<file path="src/rtl/timer_ctrl_pkg.sv">
// Shared definitions for timer_ctrl: FSM states, register offsets and field bit positions.
package timer_ctrl_pkg;

  localparam int unsigned DATA_W = 32;
  localparam int unsigned ADDR_W = 4;

  // Load/expiry sequencing of the attached digitalTimer
  typedef enum logic [1:0] {
    ST_IDLE  = 2'd0,
    ST_ARM   = 2'd1,
    ST_GUARD = 2'd2,
    ST_RUN   = 2'd3
  } state_e;

  // Register byte offsets
  localparam logic [ADDR_W-1:0] ADDR_CTRL   = 4'h0;
  localparam logic [ADDR_W-1:0] ADDR_PERIOD = 4'h4;
  localparam logic [ADDR_W-1:0] ADDR_STATUS = 4'h8;
  localparam logic [ADDR_W-1:0] ADDR_EXPCNT = 4'hC;

  // CTRL fields
  localparam int unsigned CTRL_EN       = 0;
  localparam int unsigned CTRL_PERIODIC = 1;
  localparam int unsigned CTRL_IRQ_EN   = 2;

  // STATUS fields
  localparam int unsigned STAT_PENDING    = 0;
  localparam int unsigned STAT_MISS_CLR   = 1;
  localparam int unsigned STAT_MISSED_LSB = 8;

endpackage

</file>
<file path="src/rtl/timer_ctrl.sv">
// Register-programmed control and interrupt front end for the digitalTimer block.
// Loads the timer (timer_set_val + set_timer strobe), turns timer_is_high expiries
// into a sticky PENDING flag, a maskable irq, a saturating MISSED count and a
// wrapping EXPCNT, with one-shot and periodic (auto-reload) modes.
//
// Ports:
//   clk, rst                 clock, synchronous active-high reset
//   req_valid/write/addr/wdata   single-cycle register access (always accepted)
//   resp_valid, resp_rdata   registered read response, 1 cycle after a read
//   timer_set_val, set_timer load value and one-cycle load strobe to digitalTimer
//   timer_is_high            digitalTimer expired flag
//   irq                      registered interrupt request (PENDING & IRQ_EN)
module timer_ctrl
  import timer_ctrl_pkg::*;
#(
  parameter int unsigned MISS_W = 8,
  parameter int unsigned CNT_W  = 32
) (
  input  logic              clk,
  input  logic              rst,
  input  logic              req_valid,
  input  logic              req_write,
  input  logic [ADDR_W-1:0] req_addr,
  input  logic [DATA_W-1:0] req_wdata,
  output logic              resp_valid,
  output logic [DATA_W-1:0] resp_rdata,
  output logic [DATA_W-1:0] timer_set_val,
  output logic              set_timer,
  input  logic              timer_is_high,
  output logic              irq
);

  state_e              state_q, state_d;
  logic                en_q, en_d;
  logic                periodic_q, periodic_d;
  logic                irq_en_q, irq_en_d;
  logic [DATA_W-1:0]   period_q, period_d;
  logic                pend_q, pend_d;
  logic [MISS_W-1:0]   missed_q, missed_d;
  logic [CNT_W-1:0]    expcnt_q, expcnt_d;
  logic                set_timer_q, set_timer_d;
  logic [DATA_W-1:0]   set_val_q, set_val_d;
  logic                irq_q, irq_d;
  logic                resp_valid_q, resp_valid_d;
  logic [DATA_W-1:0]   resp_rdata_q, resp_rdata_d;

  logic                wr, rd;
  logic                ctrl_wr, period_wr, status_wr;
  logic                pend_clr, miss_clr, miss_inc;
  logic                expiry;
  logic [DATA_W-1:0]   rdata_mux;

  // Access decode
  assign wr        = req_valid & req_write;
  assign rd        = req_valid & ~req_write;
  assign ctrl_wr   = wr & (req_addr == ADDR_CTRL);
  assign period_wr = wr & (req_addr == ADDR_PERIOD);
  assign status_wr = wr & (req_addr == ADDR_STATUS);
  assign pend_clr  = status_wr & req_wdata[STAT_PENDING];
  assign miss_clr  = status_wr & req_wdata[STAT_MISS_CLR];

  // A disabling CTRL write in the same cycle discards the expiry
  assign expiry = (state_q == ST_RUN) & timer_is_high & ~(ctrl_wr & ~req_wdata[CTRL_EN]);

  // A PENDING clear racing an expiry behaves as clear-then-set: no miss is counted
  assign miss_inc = expiry & pend_q & ~pend_clr;

  // Read mux over pre-update register state
  always_comb begin
    rdata_mux = '0;
    case (req_addr)
      ADDR_CTRL: begin
        rdata_mux[CTRL_EN]       = en_q;
        rdata_mux[CTRL_PERIODIC] = periodic_q;
        rdata_mux[CTRL_IRQ_EN]   = irq_en_q;
      end
      ADDR_PERIOD: rdata_mux = period_q;
      ADDR_STATUS: begin
        rdata_mux[STAT_PENDING]                   = pend_q;
        rdata_mux[STAT_MISSED_LSB +: MISS_W]      = missed_q;
      end
      ADDR_EXPCNT: rdata_mux = DATA_W'(expcnt_q);
      default:     rdata_mux = '0;
    endcase
  end

  // Next-state and registered-output logic
  always_comb begin
    state_d      = state_q;
    en_d         = en_q;
    periodic_d   = periodic_q;
    irq_en_d     = irq_en_q;
    period_d     = period_q;
    pend_d       = pend_q;
    missed_d     = missed_q;
    expcnt_d     = expcnt_q;
    set_val_d    = set_val_q;
    set_timer_d  = 1'b0;
    resp_valid_d = rd;
    resp_rdata_d = resp_rdata_q;
    irq_d        = 1'b0;

    if (rd) begin
      resp_rdata_d = rdata_mux;
    end

    if (period_wr) begin
      period_d = req_wdata;
    end

    // Sequencing; GUARD ignores the stale high left over from the previous expiry
    case (state_q)
      ST_IDLE:  state_d = ST_IDLE;
      ST_ARM:   state_d = ST_GUARD;
      ST_GUARD: state_d = ST_RUN;
      ST_RUN: begin
        if (expiry) begin
          state_d = periodic_q ? ST_ARM : ST_IDLE;
          if (!periodic_q) begin
            en_d = 1'b0;
          end
        end
      end
      default:  state_d = ST_IDLE;
    endcase

    // Software CTRL write overrides the sequencer (restart or stop)
    if (ctrl_wr) begin
      en_d       = req_wdata[CTRL_EN];
      periodic_d = req_wdata[CTRL_PERIODIC];
      irq_en_d   = req_wdata[CTRL_IRQ_EN];
      state_d    = req_wdata[CTRL_EN] ? ST_ARM : ST_IDLE;
    end

    if (expiry) begin
      expcnt_d = expcnt_q + CNT_W'(1);
    end

    pend_d = expiry | (pend_q & ~pend_clr);

    if (miss_clr) begin
      missed_d = '0;
    end
    if (miss_inc && (missed_d != {MISS_W{1'b1}})) begin
      missed_d = missed_d + MISS_W'(1);
    end

    // Load strobe is high for the ARM cycle; value is PERIOD as seen in ARM
    if (state_d == ST_ARM) begin
      set_timer_d = 1'b1;
      set_val_d   = period_d;
    end

    irq_d = pend_d & irq_en_d;
  end

  always_ff @(posedge clk) begin
    if (rst) begin
      state_q      <= ST_IDLE;
      en_q         <= 1'b0;
      periodic_q   <= 1'b0;
      irq_en_q     <= 1'b0;
      period_q     <= '0;
      pend_q       <= 1'b0;
      missed_q     <= '0;
      expcnt_q     <= '0;
      set_timer_q  <= 1'b0;
      set_val_q    <= '0;
      irq_q        <= 1'b0;
      resp_valid_q <= 1'b0;
      resp_rdata_q <= '0;
    end else begin
      state_q      <= state_d;
      en_q         <= en_d;
      periodic_q   <= periodic_d;
      irq_en_q     <= irq_en_d;
      period_q     <= period_d;
      pend_q       <= pend_d;
      missed_q     <= missed_d;
      expcnt_q     <= expcnt_d;
      set_timer_q  <= set_timer_d;
      set_val_q    <= set_val_d;
      irq_q        <= irq_d;
      resp_valid_q <= resp_valid_d;
      resp_rdata_q <= resp_rdata_d;
    end
  end

  assign resp_valid    = resp_valid_q;
  assign resp_rdata    = resp_rdata_q;
  assign timer_set_val = set_val_q;
  assign set_timer     = set_timer_q;
  assign irq           = irq_q;

endmodule
</file>
<file path="config.mk">
export PLATFORM = sky130hd
export DESIGN_NAME = timer_ctrl
export DESIGN_NICKNAME = d
export VERILOG_FILES = /design/src/rtl/timer_ctrl_pkg.sv /design/src/rtl/timer_ctrl.sv
export SDC_FILE = /design/constraint.sdc
export NUM_CORES = 1
export LEC_CHECK = 0
export BUFFER_PORTS_ARGS = -buffer_cell sky130_fd_sc_hd__buf_2
export CORE_MARGIN = 3
export CORE_UTILIZATION = 60
export CTS_CLUSTER_SIZE = 8
export DETAILED_ROUTE_END_ITERATION = 10
export GPL_TIMING_DRIVEN = 0
export PLACE_DENSITY_LB_ADDON = 0.05
export SLEW_MARGIN = 20
export SYNTH_ARGS = -nofsm -noshare
export SYNTH_HDL_FRONTEND = slang
export SYNTH_SLANG_ARGS = --single-unit
</file>
<file path="constraint.sdc">
create_clock -name clk -period 4.4 [get_ports clk]
set_input_delay 0.22 -clock clk [delete_from_list [all_inputs] [get_ports clk]]
set_output_delay 0.22 -clock clk [all_outputs]
set_load 0.02 [all_outputs]
</file>
=== After elaboration in Yosys (flattened, before gate mapping) ===
Cells that the tools add are included.

* Register bits: 145
* Bits of input ports: 41
* Output and inout bits: 67
* Word-level logic and storage cells: 68

* Add/sub/neg operators: 2
* Eq/ne operators: 9
* Multiplexer cells: 19
* Bitwise gates (word level): 19
* Reduce and logical (&&, ||, !) cells: 6

{| class="wikitable"
|+ Operators with widths
! cell !! count
|-
| $add 32x1->32 const B || 1
|-
| $mux 32 || 1
|-
| $pmux 16 s2 || 1
|-
| $pmux 8 s3 || 1
|-
| $mux 8 || 2
|-
| $and 1x1->1 || 14
|-
| $pmux 5 s2 || 1
|-
| $add 8x1->8 const B || 1
|-
| $eq 4x4->1 const B || 2
|-
| $mux 1 || 8
|-
| $ne 8x8->1 const B || 1
|-
| $pmux 2 s4 || 1
|-
| $pmux 2 s3 || 1
|-
| $eq 2x1->1 const B || 2
|-
| $eq 2x2->1 const B || 2
|-
| $eq 4x3->1 const B || 1
|-
| $logic_not 4->1 || 1
|-
| $mux 2 || 2
|-
| $not 1->1 || 4
|-
| $pmux 1 s4 || 1
|-
| $reduce_bool 2->1 || 2
|-
| $reduce_and 3->1 || 1
|-
| $logic_not 2->1 || 1
|-
| $ne 2x1->1 const B || 1
|-
| 2 further kinds || 2
|}

=== Logic depth before layout (Yosys ltp) ===
* Word-level depth: 10
* Gate-level depth with buffers: 9
* Mapped depth without buffers: 9

=== Least setup slack after synthesis ===
Ideal clock, no wire load.

* Path type: input port to flip-flop
* From: input req_addr[0]
* To: register missed_q[7]
* Setup time: 116 ps
* Arrival: 1918 ps
* Data required time: 4284 ps
* Path slack: 2366 ps
* Stages on the path: 9
* Buffers on the path: 0
* Cells stage by stage: and4bb_2 -> nand4b_2 -> and2_1 -> ha_1 -> nand3_1 -> nor2_1 -> a21oi_2 -> a211oi_1 -> a31o_2

* Word-level cells in the longest chain between the ends: 9

{| class="wikitable"
|+ Ends and longest elaborated chain
! what !! RTL line !! text
|-
| from (decl) || timer_ctrl.sv:23 || <nowiki>input logic [ADDR_W-1:0] req_addr,</nowiki>
|-
| parallel branches: the longest is 8 deep, another holds $add 8x1->8 || - ||
|-
| $mux 8 (*) || timer_ctrl.sv:144 || <nowiki>if (miss_inc && (missed_d != {MISS_W{1'b1}})) begin</nowiki>
|-
| to (signal assigned) || timer_ctrl.sv:179 || <nowiki>missed_q <= missed_d;</nowiki>
|-
| to (decl) || timer_ctrl.sv:39 || <nowiki>logic [MISS_W-1:0] missed_q, missed_d;</nowiki>
|}

Mark *: on every way between the ends.
A chain may end at the register's enable or synchronous reset.

=== Worst setup path after layout ===
* From: register expcnt_q[0]
* To: register expcnt_q[22]

* Word-level cells in the longest chain between the ends: 1

{| class="wikitable"
|+ Ends and longest elaborated chain
! what !! RTL line !! text
|-
| from (decl) || timer_ctrl.sv:40 || <nowiki>logic [CNT_W-1:0] expcnt_q, expcnt_d;</nowiki>
|-
| from (signal assigned) || timer_ctrl.sv:180 || <nowiki>expcnt_q <= expcnt_d;</nowiki>
|-
| $add 32x1->32 || timer_ctrl.sv:136 || <nowiki>expcnt_d = expcnt_q + CNT_W'(1);</nowiki>
|}

Every way passes these cells.

==> metrics.yaml <==
status: "finished, final reports clean"
whs_ps: 40.6
finalMaxSlewViolations: 0
power_mw: 2.84
yosysWarnings: 0
critical_path_buf_inv_count: 1
worstPathArrival_ps: 2560
pre_cts_slack_ps: 1970
grt_pass1_vias: 5591
drive_gt1_share_pct: 24.6
clock.fmax_ghz: 0.464
worst_slack_ps: 2240
core.rowCount: 37
overflow: 0
hold_path_class: "input pin to flop"
antenna_cells: 0
cts_hold_buf: 31
stdcell_count: 985
met1_usage_pct: 39.9
synth_cells: 682
vdd_drop_max_uv: 282
yosysTopAreaCellShare_pct: 45.2
grt_setup_unrepaired: "no"
htree_levels: 4
drv_cap: 0
viasPerCell: 5.85
synth_fp_nets: 725
synth_edf_count: 0
start_util_pct: 62.0
cts_tree: "done"
cp_common_cell: "nor2_1"
worst_slew_pin_slew_ps: 602
place_inst: 924
clock_sinks: 145
critPathSlowestCell: "clkbuf_1"
grt_busiest_layer: "met2"
track_usage_pct: 31.7
globalRouteMet2Util_pct: 51.6
die_h_um: 110
p_leak_nw: 3.44
post_drt_wl_per_cell_um: 18.5
cp-start-kind: "flop"
wl_mm: 18.3
pin_count: 108
hold_violations: 0
drtPass1Iterations: 5
synth_area_leaders: "dfxtp_1 (45%), mux2_4 (7.0%), nor2_1 (5.1%), nand2_1 (4.3%), xor2_1 (4.0%)"
syn-cell-area_um2: 6430
antenna_left: 0
required_ps: 4800
setup_viol_count_final: 0
fin_skew_ps: 16.6
ys.flop_type: "dfxtp_1"
ctsResizeCount: 0
syn2layout_area_growth_pct: 24.1
avgSynthCellArea_um2: 9.42
yosysTopAreaCell: "dfxtp_1"
cts_setup_buffers: 0
synth_seq_cells: 145
fp.coreArea_um2: 10400
place_congestion: 0.933
clockRootBuffer: "clkbuf_8"
end_kind: "flop"
path_clk_slew_ps: 60
critical-path-top-delay-family: "simple AND/OR/NAND/NOR gates"
post-route-drc-count: 0
fin_nets: 881
yosys.cell_types.count: 50
io_buffer_count: 106
grt_max_degree: 17
path_cells: "ha_1 > nand3_1 > nor2_1 > clkbuf_1 > nand4_1 > xor2_1 > nor2_1"
worst-setup-path-type: "flop to flop"
crit_fanout: 10
grt_pass1_wl_mm: 28.8
fin_setup_tns_ps: 0
fp.dieW_um: 110
clockBufferDepth: 2
power.density_nw_per_um2: 357
crit_path_max_incr_delay_ps: 480
dieArea_um2: 12000
vias: 5761
ys_seq_area_share_pct: 45.2
post-route-period-util_pct: 49.0
period_needed_ps: 2160
relSlewSlack_pct: 59.7
use_met3_pct: 9.22
grt_antenna_before_repair: 0
synthArstFlopShare_pct: 0
numCtsBuffers: 17
dp_hpwl_mm: 12.2
drt_iter0_markers: 384
clkLatencyLatePin_ps: 550
==> state kept, by name, summed over array words and instances (netlist names) <==
| name | flops |
|---|---|
| en_q | 1 |
| expcnt_q | 32 |
| irq | 1 |
| irq_en_q | 1 |
| missed_q | 8 |
| pend_q | 1 |
| period_q | 32 |
| periodic_q | 1 |
| resp_rdata | 32 |
| resp_valid | 1 |
| set_timer | 1 |
| state_q | 2 |
| timer_set_val | 32 |
==> worst paths after layout <==
path	slack, ps	startpoint	depth (start not counted)	to
worst max-delay path	2240	expcnt_q[0]	7	expcnt_q[22]
worst min-delay path	40	req_wdata[0]	3	period_q[0]
worst max register to register	2240	expcnt_q[0]	7	expcnt_q[22]
worst min register to register	490	resp_rdata[11]	2	resp_rdata[11]
==> layout make-up <==
type | count | area, µm²
plain buffers | 49 | 318
clock buffers | 25 | 484
clock inverters | 5 | 53.8
fillers | 744 | 2390
inverters | 1 | 3.75
multi-input cells | 487 | 3200
flip-flops and latches | 145 | 2900
well taps | 136 | 170
repair buffers | 137 | 841
==> through the flow <==
stage	area, µm²	utilization [%]
2_1_floorplan	6430	-
3_3_place_gp	7130	68.7
3_5_place_dp	7130	68.7
4_1_cts	7980	76.9
5_1_grt	7980	76.9
6_report	7980	76.9
==> where the power goes <==
group	internal (mW)	total [mW]	switching (mW)
clock	0.802	1.34	0.537
combinational	0.0703	0.169	0.0992
sequential	1.33	1.34	0.00854
total	2.20	2.84	0.645
==> kinds of logic after synthesis <==
kind of cell,count (synthesis),synth area share (%)
simple gates,308,24.9
flops,145,45.2
compound gates,96,9.93
buf+inv,50,5.00
mux,46,9.89
xor+xnor,35,4.77
fa+ha+maj,2,0.389
==> metal layers <==
metal,vias to the layer above,wire length [µm],share of wire [%]
li1,2695,-,-
met1,2804,7700,42
met2,230,8870,49
met3,32,1280,7.0
met4,0,416,2.3
met5,-,0,0
==> placed cells by master (no fill, tap or decap), drive strengths merged, types with 2 or more instances in the layout <==
cell,netlist,final
mux2i,5,5
o211ai,3,3
and2b,30,30
nor4,2,2
nand2b,3,3
a221oi,21,21
a21oi,47,47
clkinv,0,4
a22oi,11,11
nand2,75,75
dlygate4sd1,4,4
a211oi,5,5
and2,8,8
or4,2,2
buf,18,124
nor3,26,26
nor2,88,88
o21ai,4,4
or3,2,2
xnor2,6,6
nor2b,5,5
and4,8,8
dfxtp,145,145
nand3,18,18
and3,12,12
xor2,29,29
ha,2,2
mux2,40,40
clkbuf,27,52
nand4,26,26
dlygate4sd3,0,31
==> synthesized netlist by cell type (all sizes together), types with 11 or more instances <==
cell type and n:
nor2 88, mux2 40, and3 12, nand2 75, nand4 26, a22oi 11, xor2 29, dfxtp 145
a21oi 47, nor3 26, buf 18, a221oi 21, clkbuf 27, and2b 30, nand3 18
==> worst reg2reg max path: cells and delay by family, from the launching register on <==
kind          cells  cell delay (ps)
xor+xnor          1              200
simple gates      4              720
buf+inv           1              480
fa+ha+maj         1              210
flops             1              420
(Power assumes the default switching activity.)
